File: config.mk
export PLATFORM = sky130hd
export DESIGN_NAME = idma_obi_write_ot
export DESIGN_NICKNAME = d
export VERILOG_FILES = /design/src/rtl/idma_obi_write_ot.sv
export SDC_FILE = /design/constraint.sdc
export NUM_CORES = 1
export LEC_CHECK = 0
export CAP_MARGIN = 10
export CORE_AREA = 2 2 260 262
export DETAILED_ROUTE_END_ITERATION = 6
export DIE_AREA = 0 0 262 264
export PLACE_DENSITY_LB_ADDON = 0.15
export SYNTH_ARGS = -nofsm -noshare
export SYNTH_HDL_FRONTEND = slang
export SYNTH_SLANG_ARGS = --single-unit
File: constraint.sdc
create_clock -name clk_i -period 8.1 [get_ports clk_i]
set_input_delay 1.62 -clock clk_i [delete_from_list [all_inputs] [get_ports clk_i]]
set_output_delay 1.62 -clock clk_i [all_outputs]
set_load 0.01 [all_outputs]
File: src/rtl/idma_obi_write_ot.sv
// iDMA OBI write task: one OBI write beat per datapath request, credit-limited to MaxOutstanding,
// with OBI responses buffered in a registered FIFO so rready is always high.
package idma_obi_write_ot_pkg;
  typedef logic [7:0]   byte_t;
  typedef logic [127:0] data_t;
  typedef logic [15:0]  strb_t;

  typedef struct packed {
    logic [31:0] addr;
    logic        we;
    strb_t       be;
    data_t       wdata;
    logic [0:0]  aid;
  } obi_a_chan_t;

  typedef struct packed {
    obi_a_chan_t a;
    logic        req;
    logic        rready;
  } write_req_t;

  typedef struct packed {
    data_t      rdata;
    logic [0:0] rid;
    logic       err;
  } obi_r_chan_t;

  typedef struct packed {
    logic        gnt;
    logic        rvalid;
    obi_r_chan_t r;
  } write_rsp_t;

  typedef struct packed {
    logic [3:0] offset;
    logic [3:0] tailer;
  } w_dp_req_t;

  typedef struct packed {
    logic [1:0] resp;
    logic [0:0] user;
  } w_dp_rsp_t;

  typedef struct packed {
    obi_a_chan_t a_chan;
  } obi_meta_t;

  typedef struct packed {
    obi_meta_t obi;
  } write_meta_channel_t;
endpackage

module idma_obi_write_ot #(
  parameter int unsigned StrbWidth       = 16,
  parameter int unsigned MaxOutstanding  = 4,
  parameter bit          MaskInvalidData = 1'b1,
  parameter type byte_t               = idma_obi_write_ot_pkg::byte_t,
  parameter type data_t               = idma_obi_write_ot_pkg::data_t,
  parameter type strb_t               = idma_obi_write_ot_pkg::strb_t,
  parameter type write_req_t          = idma_obi_write_ot_pkg::write_req_t,
  parameter type write_rsp_t          = idma_obi_write_ot_pkg::write_rsp_t,
  parameter type w_dp_req_t           = idma_obi_write_ot_pkg::w_dp_req_t,
  parameter type w_dp_rsp_t           = idma_obi_write_ot_pkg::w_dp_rsp_t,
  parameter type write_meta_channel_t = idma_obi_write_ot_pkg::write_meta_channel_t
) (
  input  logic                                clk_i,
  input  logic                                rst_ni,
  input  w_dp_req_t                           w_dp_req_i,
  input  logic                                w_dp_valid_i,
  output logic                                w_dp_ready_o,
  input  logic                                dp_poison_i,
  output w_dp_rsp_t                           w_dp_rsp_o,
  output logic                                w_dp_valid_o,
  input  logic                                w_dp_ready_i,
  input  write_meta_channel_t                 aw_req_i,
  input  logic                                aw_valid_i,
  output logic                                aw_ready_o,
  output write_req_t                          write_req_o,
  input  write_rsp_t                          write_rsp_i,
  input  byte_t [StrbWidth-1:0]               buffer_out_i,
  input  strb_t                               buffer_out_valid_i,
  output strb_t                               buffer_out_ready_o,
  output logic [$clog2(MaxOutstanding+1)-1:0] outstanding_o,
  output logic                                busy_o
);

  localparam int unsigned CntW = $clog2(MaxOutstanding + 1);
  localparam int unsigned PtrW = (MaxOutstanding > 1) ? $clog2(MaxOutstanding) : 1;
  localparam logic [CntW-1:0] MaxCnt  = CntW'(MaxOutstanding);
  localparam logic [PtrW-1:0] LastPtr = PtrW'(MaxOutstanding - 1);

  strb_t mask, be;
  data_t wdata;
  logic  ready_to_write, credit_ok, req, issue, push, pop;
  logic [CntW-1:0] outstanding_q, outstanding_d, fifo_cnt_q, fifo_cnt_d;
  logic [PtrW-1:0] wr_ptr_q, wr_ptr_d, rd_ptr_q, rd_ptr_d;
  logic [MaxOutstanding-1:0] err_q, err_d;

  logic unused_in;
  assign unused_in = ^{aw_req_i, write_rsp_i};

  // Bytes [offset, tailer) are live; tailer == 0 means the beat runs to the top byte.
  always_comb begin
    mask = strb_t'('1) << w_dp_req_i.offset;
    if (w_dp_req_i.tailer != '0) begin
      mask &= strb_t'('1) >> (StrbWidth - 32'(w_dp_req_i.tailer));
    end
  end

  assign ready_to_write = aw_valid_i & w_dp_valid_i
                        & ((buffer_out_valid_i & mask) == mask)
                        & (buffer_out_valid_i != '0);
  // Registered count only, so response-side ready never reaches the request path.
  assign credit_ok = outstanding_q < MaxCnt;
  assign req       = ready_to_write & credit_ok;
  assign issue     = req & write_rsp_i.gnt;
  assign be        = (req && !dp_poison_i) ? mask : '0;

  assign w_dp_ready_o       = issue;
  assign aw_ready_o         = issue;
  assign buffer_out_ready_o = issue ? mask : '0;

  always_comb begin
    wdata = '0;
    for (int i = 0; i < StrbWidth; i++) begin
      wdata[i*8 +: 8] = (be[i] || !MaskInvalidData) ? buffer_out_i[i] : 8'h00;
    end
  end

  always_comb begin
    write_req_o          = '0;
    write_req_o.a.addr   = aw_req_i.obi.a_chan.addr;
    write_req_o.a.aid    = aw_req_i.obi.a_chan.aid;
    write_req_o.a.we     = 1'b1;
    write_req_o.a.be     = be;
    write_req_o.a.wdata  = wdata;
    write_req_o.req      = req;
    write_req_o.rready   = 1'b1;
  end

  // A response with no credit outstanding has no write to belong to and is discarded.
  assign push = write_rsp_i.rvalid && (outstanding_q != '0);
  assign pop  = (fifo_cnt_q != '0) && w_dp_ready_i;

  always_comb begin
    err_d         = err_q;
    wr_ptr_d      = wr_ptr_q;
    rd_ptr_d      = rd_ptr_q;
    fifo_cnt_d    = fifo_cnt_q;
    outstanding_d = outstanding_q;
    if (push) begin
      err_d[wr_ptr_q] = write_rsp_i.r.err;
      wr_ptr_d = (wr_ptr_q == LastPtr) ? '0 : wr_ptr_q + PtrW'(1);
    end
    if (pop) begin
      rd_ptr_d = (rd_ptr_q == LastPtr) ? '0 : rd_ptr_q + PtrW'(1);
    end
    case ({push, pop})
      2'b10:   fifo_cnt_d = fifo_cnt_q + CntW'(1);
      2'b01:   fifo_cnt_d = fifo_cnt_q - CntW'(1);
      default: fifo_cnt_d = fifo_cnt_q;
    endcase
    case ({issue, pop})
      2'b10:   outstanding_d = outstanding_q + CntW'(1);
      2'b01:   outstanding_d = outstanding_q - CntW'(1);
      default: outstanding_d = outstanding_q;
    endcase
  end

  always_ff @(posedge clk_i or negedge rst_ni) begin
    if (!rst_ni) begin
      err_q         <= '0;
      wr_ptr_q      <= '0;
      rd_ptr_q      <= '0;
      fifo_cnt_q    <= '0;
      outstanding_q <= '0;
    end else begin
      err_q         <= err_d;
      wr_ptr_q      <= wr_ptr_d;
      rd_ptr_q      <= rd_ptr_d;
      fifo_cnt_q    <= fifo_cnt_d;
      outstanding_q <= outstanding_d;
    end
  end

  always_comb begin
    w_dp_rsp_o      = '0;
    w_dp_rsp_o.resp = err_q[rd_ptr_q] ? 2'b10 : 2'b00;
  end

  assign w_dp_valid_o  = fifo_cnt_q != '0;
  assign outstanding_o = outstanding_q;
  assign busy_o        = outstanding_q != '0;

`ifndef SYNTHESIS
  a_rvalid_credit : assert property (@(posedge clk_i) disable iff (!rst_ni)
    write_rsp_i.rvalid |-> outstanding_q != '0)
    else $error("OBI rvalid with no outstanding write");
  a_fifo_no_overflow : assert property (@(posedge clk_i) disable iff (!rst_ni)
    push |-> fifo_cnt_q != MaxCnt)
    else $error("response FIFO push while full");
`endif

endmodule

# == After elaboration in Yosys (flattened, before gate mapping) ==
# Index checks and enable logic that the tools add are counted.
# totals
out_inout_bits,206
word_cells,72
reg_bits,14
inputBits,468
# classes
n_eq_ne,7
muxes,29
magnitude_cmp,4
n_shift,2
reduce_logical,11
add_sub_neg,7
bitwise,7
# ops
cell,n
8-bit two-way mux,16
16-bit two-way mux,3
16-bit AND,2
"16-bit by 32-bit right shift with 16-bit output, first input constant",1
16-bit equality test,1
16-bit nonzero test,1
"16-bit by 4-bit << shifter with 16-bit output, first input constant",1
3-bit case mux with 2 select lines,2
"2-bit equality test, second input constant",4
"3-bit by 1-bit adder with 3-bit output, second input constant",2
"2-bit by 3-bit less-than comparator with 1-bit output, second input constant",2
2-bit two-way mux,3
3-bit nonzero test,2
"3-bit by 1-bit subtractor with 3-bit output, second input constant",2
"5-bit by 4-bit subtractor with 6-bit output, first input constant",1
1-bit AND,5
"2-bit by 1-bit adder with 2-bit output, second input constant",2
4-bit bitwise mux,1
"2-bit by 1-bit equality test with 1-bit output, second input constant",2
1-bit logical AND,4
2-bit nonzero test,2
4-bit nonzero test,1
"3-bit less-than comparator, second input constant",1
1-bit binary-select mux with 2-bit select,1
other kinds (4),5

# == Depth between registers and ports, before layout ==
# Gate-level depths: netlist (run 1).
# depth
word_depth,12
depth_mapped,16
mapped_depth_nobuf,14

# == Worst setup path before layout (run 1) ==
# OpenSTA, ideal clock, no wires.
# synth_path
path_type,in2out
startpoint,in w_dp_req_i[0] (netlist name)
endpoint,out w_dp_ready_o
arrival_time_ps,4288
n_path_buf,5
setup_slack_ps,2192
stages,13
required_time_ps,6480
cell_sequence,inv_1 > ha_1 > clkbuf_1 > or2_1 > o31a_1 > o2111a_1 > buf_1 > a222oi_1 > nand3_1 > buf_2 > buf_6 > nor3_1 > buf_4
# synth_via
elab_chain_cells,10
elab_cells_between_ends,11
classes_between,add/sub: 1; eq/ne: 1; shift: 1; mux: 1; bitwise: 6; reduce/logical: 1
# synth_lines
item,line,text
start: declaration,68,"input w_dp_req_t w_dp_req_i,"
5-bit by 4-bit subtractor with 6-bit output,106,mask &= strb_t'('1) >> (StrbWidth - 32'(w_dp_req_i.tailer));
16-bit by 32-bit right shift with 16-bit output,106,
16-bit AND,106,
16-bit two-way mux (*),105,if (w_dp_req_i.tailer != '0) begin
16-bit AND,111,& ((buffer_out_valid_i & mask) == mask)
16-bit equality test (*),111,
1-bit AND (*),111,
1-bit AND (*),112,& (buffer_out_valid_i != '0);
1-bit AND (*),115,assign req = ready_to_write & credit_ok;
1-bit AND (*),116,assign issue = req & write_rsp_i.gnt;
end: declaration,70,"output logic w_dp_ready_o,"
# Every way passes the cells marked *; elsewhere a longest branch is shown, timed or not.

# == Worst setup path after layout (run 1) ==
# layout_path
startpoint,in w_dp_req_i[0] (netlist name)
endpoint,out buffer_out_ready_o[4]
# layout_via
elab_chain_cells,11
elab_cells_between_ends,12
classes_between,add/sub: 1; eq/ne: 1; shift: 1; mux: 2; bitwise: 6; reduce/logical: 1
# layout_lines
item,line,text
5-bit by 4-bit subtractor with 6-bit output,106,
16-bit by 32-bit right shift with 16-bit output,106,
16-bit AND,106,
16-bit two-way mux (*),105,
16-bit AND,111,
16-bit equality test,111,
1-bit AND,111,
1-bit AND,112,
1-bit AND,115,
1-bit AND,116,
16-bit two-way mux (*),121,assign buffer_out_ready_o = issue ? mask : '0;
end: declaration,82,"output strb_t buffer_out_ready_o,"
# Marked as above.

==> results of run 1 <==
critical path, delay by kind of cell:
kind	cells	cell delay [ps]
AND/OR/NAND/NOR	3	930
adder cells (fa/ha/maj)	1	430
AO/OA/AOI/OAI	3	1220
buffers and inverters	4	1480
sequential cells by signal, indices dropped and copies added (netlist names):
name           flops
wr_ptr_q           2
err_q              4
outstanding_o      3
fifo_cnt_q         3
rd_ptr_q           2
per-layer routing:
layer	vias up	wire length, um	GRT usage [%]
met3	13	2710	2.85
met1	2602	12700	10.3
met2	235	13500	13.4
li1	2575	-	-
met4	0	263	1.04
met5	-	0	0
where the power goes:
group / leakage [nW] / switching [mW] / internal [mW]
sequential: 0.166 / 0.0294 / 0.108
combinational: 2.01 / 0.290 / 0.213
clock: 0.0442 / 0.0295 / 0.0749
final cells by class:
type / count / area [um^2] / share of cell area, %
Timing Repair Buffer: 352 / 3500 / 42.7
Multi-Input combinational cell: 439 / 3040 / 37.0
Tap cell: 873 / 1090 / 13.3
Sequential cell: 14 / 350 / 4.27
Inverter: 32 / 123 / 1.50
Clock buffer: 4 / 88.8 / 1.08
Antenna cell: 1 / 2.50 / 0.0305
path summary, 6_finish.rpt:
kind,from,endpoint
max,w_dp_req_i[0],buffer_out_ready_o[4]
min,fifo_cnt_q[2],fifo_cnt_q[2]
max reg2reg,outstanding_o[2],outstanding_o[2]
min reg2reg,fifo_cnt_q[2],fifo_cnt_q[2]
max in group asynchronous,rst_ni,fifo_cnt_q[2]
min in group asynchronous,rst_ni,outstanding_o[0]
logic make-up after synthesis:
kind of cell,after synthesis
AO/OA/AOI/OAI,42
XOR/XNOR,8
adder cells (fa/ha/maj),12
buffers and inverters,136
flip-flops,14
multiplexers,8
other,2
AND/OR/NAND/NOR,365
synth_stat cells, types with 7 or more instances:
library cell / n
o21ai_0: 7
a21oi_1: 7
nand3_1: 122
inv_1: 30
ha_1: 10
dfrtp_1: 14
nor3_2: 88
buf_2: 13
buf_4: 39
nor2_1: 11
buf_6: 9
nand2_1: 35
clkbuf_1: 40
nor4_1: 31
nor3_1: 49
==> flow_summary.yaml, run 1 <==
critical_path:
  critPathCaptureType: "primary output"
  ff2ff_path_depth: 10
  critPathSlowestCell: "o22ai_2"
  arrival_ps: 5900
  max_stage_delay_ps: 760
  critPathLaunchType: "input pin"
  critPathRequiredTime_ps: 6480
  crit_fanout: 99
  crit_path_cell_trace: "clkdlybuf4s50_1 > inv_1 > ha_1 > or3b_2 > o31ai_1 > o22ai_2 > a2bb2oi_1 > nand3_4 > buf_12 > nor4_1 > clkdlybuf4s50_1"
  cpMostUsedCell: "clkdlybuf4s50_1"
  critPathKind: "input pin to primary output"
  ff2ff_setup_slack_ps: 5600
min_path:
  min_path_cells: 1
  min-delay-path-class: "register to register"
synthesis:
  syn_area_um2: 4060
  muxShareOfSynthArea_pct: 2.44
  yosysTopAreaCell: "nor3_2"
  syn_area_per_cell_um2: 6.91
  synth.area.top_cells: "nor3_2, nand3_1, dfrtp_1"
  synth-adder-area-share_pct: 4.07
  ys_async_sr_fraction_pct: 100
  yosysSeqAreaShare_pct: 8.64
  synth_edf_count: 0
  synth-xor-area-share_pct: 1.73
  synth_compound_area_share_pct: 7.71
  syn_inst: 587
  ys_types: 56
  synth_ff_type: "dfrtp_1"
  synth-simple-area-share_pct: 57.0
  yosysWarnings: 0
  synth_top_family_by_area: "simple AND/OR/NAND/NOR gates"
  netlist.area_leader.share_pct: 21.7
  ys_ff_latch: 14
global_routing:
  grt_max_degree: 100
  overflow: 0
  grt_pass1_vias: 5594
  antenna_found_initial: 0
  grt_pass1_wl_mm: 41.2
  track_usage_pct: 8.09
timing:
  fin_crit_ps: 7520
  setup_tns_ps: 0
  fin_ws_ps: 576
  max_slew_margin_pct: 35.6
  max_freq_mhz: 133
  fin_skew_ps: 1.89
  hold_violations: 0
  timing.final.crit_share_pct: 92.9
  tightestPinTransition_ps: 966
  drv_slew: 0
  rsz0062_at_grt: "no"
  setup_violations: 0
  hold_slack_ps: 462
finish:
  final_util_pct: 12.3
  fin_cells: 1715
  synthToLayoutAreaGrowth_pct: 102
  drive_gt1_share_pct: 16.1
  layout_commonest_cell: "clkdlybuf4s50_1"
  final_cell_mix: "clkdlybuf4s50_1, nand3_1, nor3_2"
  finalInstanceArea_um2: 8200
  final_nets: 1322
  fillers: 7691
route:
  vias_per_cell: 3.16
  drt_iter0_drc: 261
  ant_nets: 0
  vias: 5425
  first_pass_iters: 4
  finalWirelength_mm: 29.2
  drc_errors: 0
  wl_per_cell_um: 17.0
placed_design:
  placed_cells: 1710
  port-buffer-count: 329
  dp_hpwl_mm: 22.3
  place_ws_ps: 555
  routabilityCongestion: 0.714
  placed_area_um2: 8100
pwr:
  fin_total_pwr_mw: 0.745
  pwr_density_cell_nw_per_um2: 90.9
  peakVddDrop_mv: 0.0666
  power_leakage_nw: 2.22
clock_network:
  h-tree-depth: 1
  clock_latency_ps: 250
  cts_setup_buffers: 0
  holdBufCountCts: 0
  cts_tree: "built"
  clockRootBuffer: "clkbuf_16"
  path_clk_slew_ps: 50
  clkSinkCount: 14
  cts_resized: 0
  cts_buffer_depth: 2
  numCtsBuffers: 3
outcome:
  status: "finished, final reports clean"
flow_run:
  maxCapViolCount: 0
floorplan:
  die_y_um: 264
  io_pins: 674
  dieArea_um2: 69200
  initial_core_util_pct: 6.09
  core_area_um2: 66600
  dieWidth_um: 262
  fp-row-count: 95
No activity file was read; power rests on OpenSTA's default activity.
==> inputs of run 2 (changes only) <==
- SETUP_SLACK_MARGIN: not set -> 0.4
==> flow_summary.yaml, run 2 (synthesized netlist as in run 1, its figures left out) <==
critical_path:
  critPathKind: "input pin to primary output"
  arrival_ps: 5790
  critPathCaptureType: "primary output"
  worstSetupStartpoint: "w_dp_req_i[0]"
  ff2ff_setup_slack_ps: 5600
  critPathRequiredTime_ps: 6480
  crit_fanout: 92
  rr_startpoint: "outstanding_o[2]"
  critPathLaunchType: "input pin"
floorplan:
  die_y_um: 264
  dieWidth_um: 262
  fp-row-count: 95
  core_area_um2: 66600
  initial_core_util_pct: 6.09
  io_pins: 674
  dieArea_um2: 69200
finish:
  top_register: "err_q"
  layout_commonest_cell: "clkdlybuf4s50_1"
  final_nets: 1322
  final_util_pct: 12.3
  final_cell_mix: "clkdlybuf4s50_1, nand3_1, nor3_2"
  fin_cells: 1715
  synthToLayoutAreaGrowth_pct: 102
  largest_register_ffs: 4
  drive_gt1_share_pct: 16.1
route:
  drt_iter0_drc: 253
  wl_per_cell_um: 17.0
  finalWirelength_mm: 29.2
  vias_per_cell: 3.17
  ant_nets: 0
  first_pass_iters: 6
  vias: 5429
  drc_errors: 0
clock_network:
  cts_tree: "built"
  cts_buffer_depth: 2
  clock_latency_ps: 250
  h-tree-depth: 1
  holdBufCountCts: 0
  clockRootBuffer: "clkbuf_16"
  numCtsBuffers: 3
  clkSinkCount: 14
  path_clk_slew_ps: 50
global_routing:
  grt_pass1_vias: 5594
  overflow: 0
  track_usage_pct: 8.09
  antenna_found_initial: 0
  grt_max_degree: 100
  grt_pass1_wl_mm: 41.2
timing:
  fin_crit_ps: 7410
  max_slew_margin_pct: 35.6
  setup_tns_ps: 0
  drv_slew: 0
  rsz0062_at_grt: "no"
  tightestPinTransition_ps: 966
  hold_violations: 0
  max_freq_mhz: 135
  setup_violations: 0
  fin_skew_ps: 1.87
  timing.final.crit_share_pct: 91.5
placed_design:
  routabilityCongestion: 0.714
  port-buffer-count: 329
  dp_hpwl_mm: 22.3
  placed_cells: 1710
flow_run:
  maxCapViolCount: 0
pwr:
  peakVddDrop_mv: 0.0666
  pwr_density_cell_nw_per_um2: 90.9
  power_leakage_nw: 2.22
min_path:
  min-delay-path-class: "register to register"
  hp-start: "fifo_cnt_q[2]"
outcome:
  status: "finished, final reports clean"
-- run 2: worst paths after layout --
check                                   endpoint  depth (start not counted)
worst max-delay path             write_req_o[90]                         11
worst min-delay path               fifo_cnt_q[2]                          1
worst max register to register  outstanding_o[2]                         10
worst min register to register     fifo_cnt_q[2]                          1
max in group asynchronous          fifo_cnt_q[2]                          1
min in group asynchronous       outstanding_o[0]                          1
-- run 2: metrics by stage --
step / instance area, um^2 / worst slack [ps] / power (mW) / hold WS (ps)
finish: 8200 / 689 / 0.745 / 462
global route: 8200 / 401 / 0.824 / 496
CTS: 8190 / 532 / 0.770 / 465
detailed placement: 8100 / 555 / 0.659 / 458
global placement: 8100 / 560 / 0.665 / 462
floorplan: 4060 / 2190 / 0.434 / 436
-- run 2: repair_timing --
item                                    4_1_cts  5_1_grt
gates resized for setup                       0        1
endpoints found under the setup margin        0       12
setup buffers                                 0        0
-- run 2: worst max-delay path: stages --
cell and delay [ps]:
clkdlybuf4s50_1 550, inv_1 80, ha_1 440, or2_1 330
o21ai_1 360, a211oi_2 180, a211oi_1 620, nand3_4 190
buf_12 280, nor3_1 390, clkdlybuf4s50_1 620
-- run 2: layer usage --
metal / part of all wire [%] / GRT usage (%) / vias up
li1: - / - / 2577
met1: 43 / 10.3 / 2602
met2: 46 / 13.4 / 237
met3: 9.4 / 2.85 / 13
met4: 0.90 / 1.04 / 0
met5: 0 / 0 / -
-- run 2: where the power goes --
part / internal [mW] / switching, mW
logic: 0.214 / 0.290
clock network: 0.0749 / 0.0296
registers: 0.108 / 0.0294
-- run 2: layout make-up --
class	instances	area, um^2
Antenna cell	1	2.50
Clock buffer	4	88.8
Fill cell	7688	58400
Inverter	32	123
Multi-Input combinational cell	439	3040
Sequential cell	14	350
Tap cell	873	1090
Timing Repair Buffer	352	3500
==> inputs of run 3 (changes only) <==
==> constraint.sdc (replaced) <==
create_clock -name clk_i -period 8.1 [get_ports clk_i]
set_input_delay 1.215 -clock clk_i [delete_from_list [all_inputs] [get_ports clk_i]]
set_output_delay 1.215 -clock clk_i [all_outputs]
set_load 0.01 [all_outputs]
==> flow_summary.yaml, run 3 (synthesized netlist as in run 1, its figures left out) <==
critical_path:
  ff2ff_setup_slack_ps: 5690
  critPathCaptureType: "primary output"
  critPathRequiredTime_ps: 6880
  critPathSlowestCell: "clkdlybuf4s50_1"
  crit_path_cell_trace: "clkdlybuf4s50_1 > or4b_1 > o22ai_1 > nor3b_2 > buf_4 > a211oi_1 > nand3_4 > buf_4 > nor4_1 > clkdlybuf4s50_1"
  max_stage_delay_ps: 860
  critPathKind: "input pin to primary output"
  reg2reg_to: "outstanding_o[2]"
  arrival_ps: 5880
  path_buf_inv: 4
  rr_startpoint: "outstanding_o[2]"
  crit_fanout: 36
  critPathLaunchType: "input pin"
  ff2ff_path_depth: 10
  crit_family: "buffers and inverters"
route:
  vias: 5382
  wl_per_cell_um: 17.2
  drc_errors: 0
  first_pass_iters: 4
  drt_iter0_drc: 206
  finalWirelength_mm: 29.6
  vias_per_cell: 3.13
  ant_nets: 0
min_path:
  hp-start: "fifo_cnt_q[2]"
  min_path_cells: 1
  min-delay-path-class: "register to register"
  whs_endpoint: "fifo_cnt_q[2]"
clock_network:
  cts_setup_buffers: 0
  clkSinkCount: 14
  cts_tree: "built"
  h-tree-depth: 1
  clock_latency_ps: 240
  cts_resized: 0
  cts_buffer_depth: 2
  clockRootBuffer: "clkbuf_16"
  holdBufCountCts: 0
  numCtsBuffers: 3
  path_clk_slew_ps: 50
finish:
  largest_register_ffs: 4
  regArea_um2: 350
  final_nets: 1328
  fin_cells: 1719
  fillers: 7726
  multi_input_area_um2: 3040
  layout_commonest_cell: "clkdlybuf4s50_1"
  finalInstanceArea_um2: 8220
  antenna_cells: 0
  synthToLayoutAreaGrowth_pct: 103
  top_register: "err_q"
  final_cell_mix: "clkdlybuf4s50_1, nand3_1, nor3_2"
  drive_gt1_share_pct: 16.5
  final_util_pct: 12.4
floorplan:
  dieArea_um2: 69200
  core_area_um2: 66600
  initial_core_util_pct: 6.09
  dieWidth_um: 262
  die_y_um: 264
  fp-row-count: 95
  io_pins: 674
global_routing:
  grt_pass1_wl_mm: 41.8
  overflow: 0
  grt_pass1_vias: 5538
  track_usage_pct: 8.21
  grt_max_degree: 83
  antenna_found_initial: 3
timing:
  setup_tns_ps: 0
  fin_skew_ps: 1.66
  hold_slack_ps: 466
  max_slew_margin_pct: 44.5
  fin_ws_ps: 1010
  max_freq_mhz: 141
  drv_slew: 0
  hold_violations: 0
  setup_violations: 0
  tightestPinTransition_ps: 832
  timing.final.crit_share_pct: 87.6
  fin_crit_ps: 7090
  rsz0062_at_grt: "no"
pwr:
  pwr_density_cell_nw_per_um2: 90.4
  fin_total_pwr_mw: 0.744
  peakVddDrop_mv: 0.0689
  power_leakage_nw: 2.23
placed_design:
  routabilityCongestion: 0.703
  port-buffer-count: 329
  place_ws_ps: 832
  placed_area_um2: 8150
  placed_cells: 1716
  dp_hpwl_mm: 22.9
flow_run:
  maxCapViolCount: 0
outcome:
  status: "finished, final reports clean"
-- run 3: cell count changes in the layout (fill, tap and decap cells not counted) --
cell / before / now
o22ai_4: 1 / 0
buf_4: 20 / 26
clkbuf_8: 1 / 0
diode_2: 1 / 0
o22ai_2: 0 / 1
-- run 3: power by group --
part	total (mW)	internal (mW)	switching, mW
sequential	0.137	0.108	0.0295
combinational	0.513	0.221	0.293
clock	0.0926	0.0646	0.0280
-- run 3: final cells by class --
type,count,area share [%]
multi-input cells,439,36.9
inverters,32,1.49
well taps,873,13.3
flip-flops and latches,14,4.26
repair buffers,358,43.1
clock buffers,3,0.913
-- run 3: worst max path at each step --
stage	startpoint	to	slack, ps	cells after the start
floorplan	w_dp_req_i[0]	w_dp_ready_o	3000	13
global placement	w_dp_req_i[0]	buffer_out_ready_o[4]	880	11
detailed placement	w_dp_req_i[0]	buffer_out_ready_o[4]	830	11
CTS	w_dp_req_i[0]	buffer_out_ready_o[4]	830	11
global route	w_dp_req_i[0]	write_req_o[115]	560	11
finish	w_dp_req_i[3]	buffer_out_ready_o[4]	1010	10
-- run 3: worst reg2reg max path: stages, from the launching register on --
cell and delay (ps):
dfrtp_1 420, a211o_1 240, a211oi_1 520, and3_1 270, nand2_1 60, ha_1 200, inv_1 70, fa_1 170
xor2_1 140, nor2_1 60, xor2_1 140
-- run 3: metal layers --
| metal | GRT usage [%] | routed length, um | vias up |
|---|---|---|---|
| met5 | 0 | 0 | - |
| met4 | 0.596 | 125 | 0 |
| met3 | 2.25 | 2290 | 6 |
| met2 | 14.1 | 14100 | 235 |
| met1 | 10.6 | 13000 | 2552 |
| li1 | - | - | 2589 |
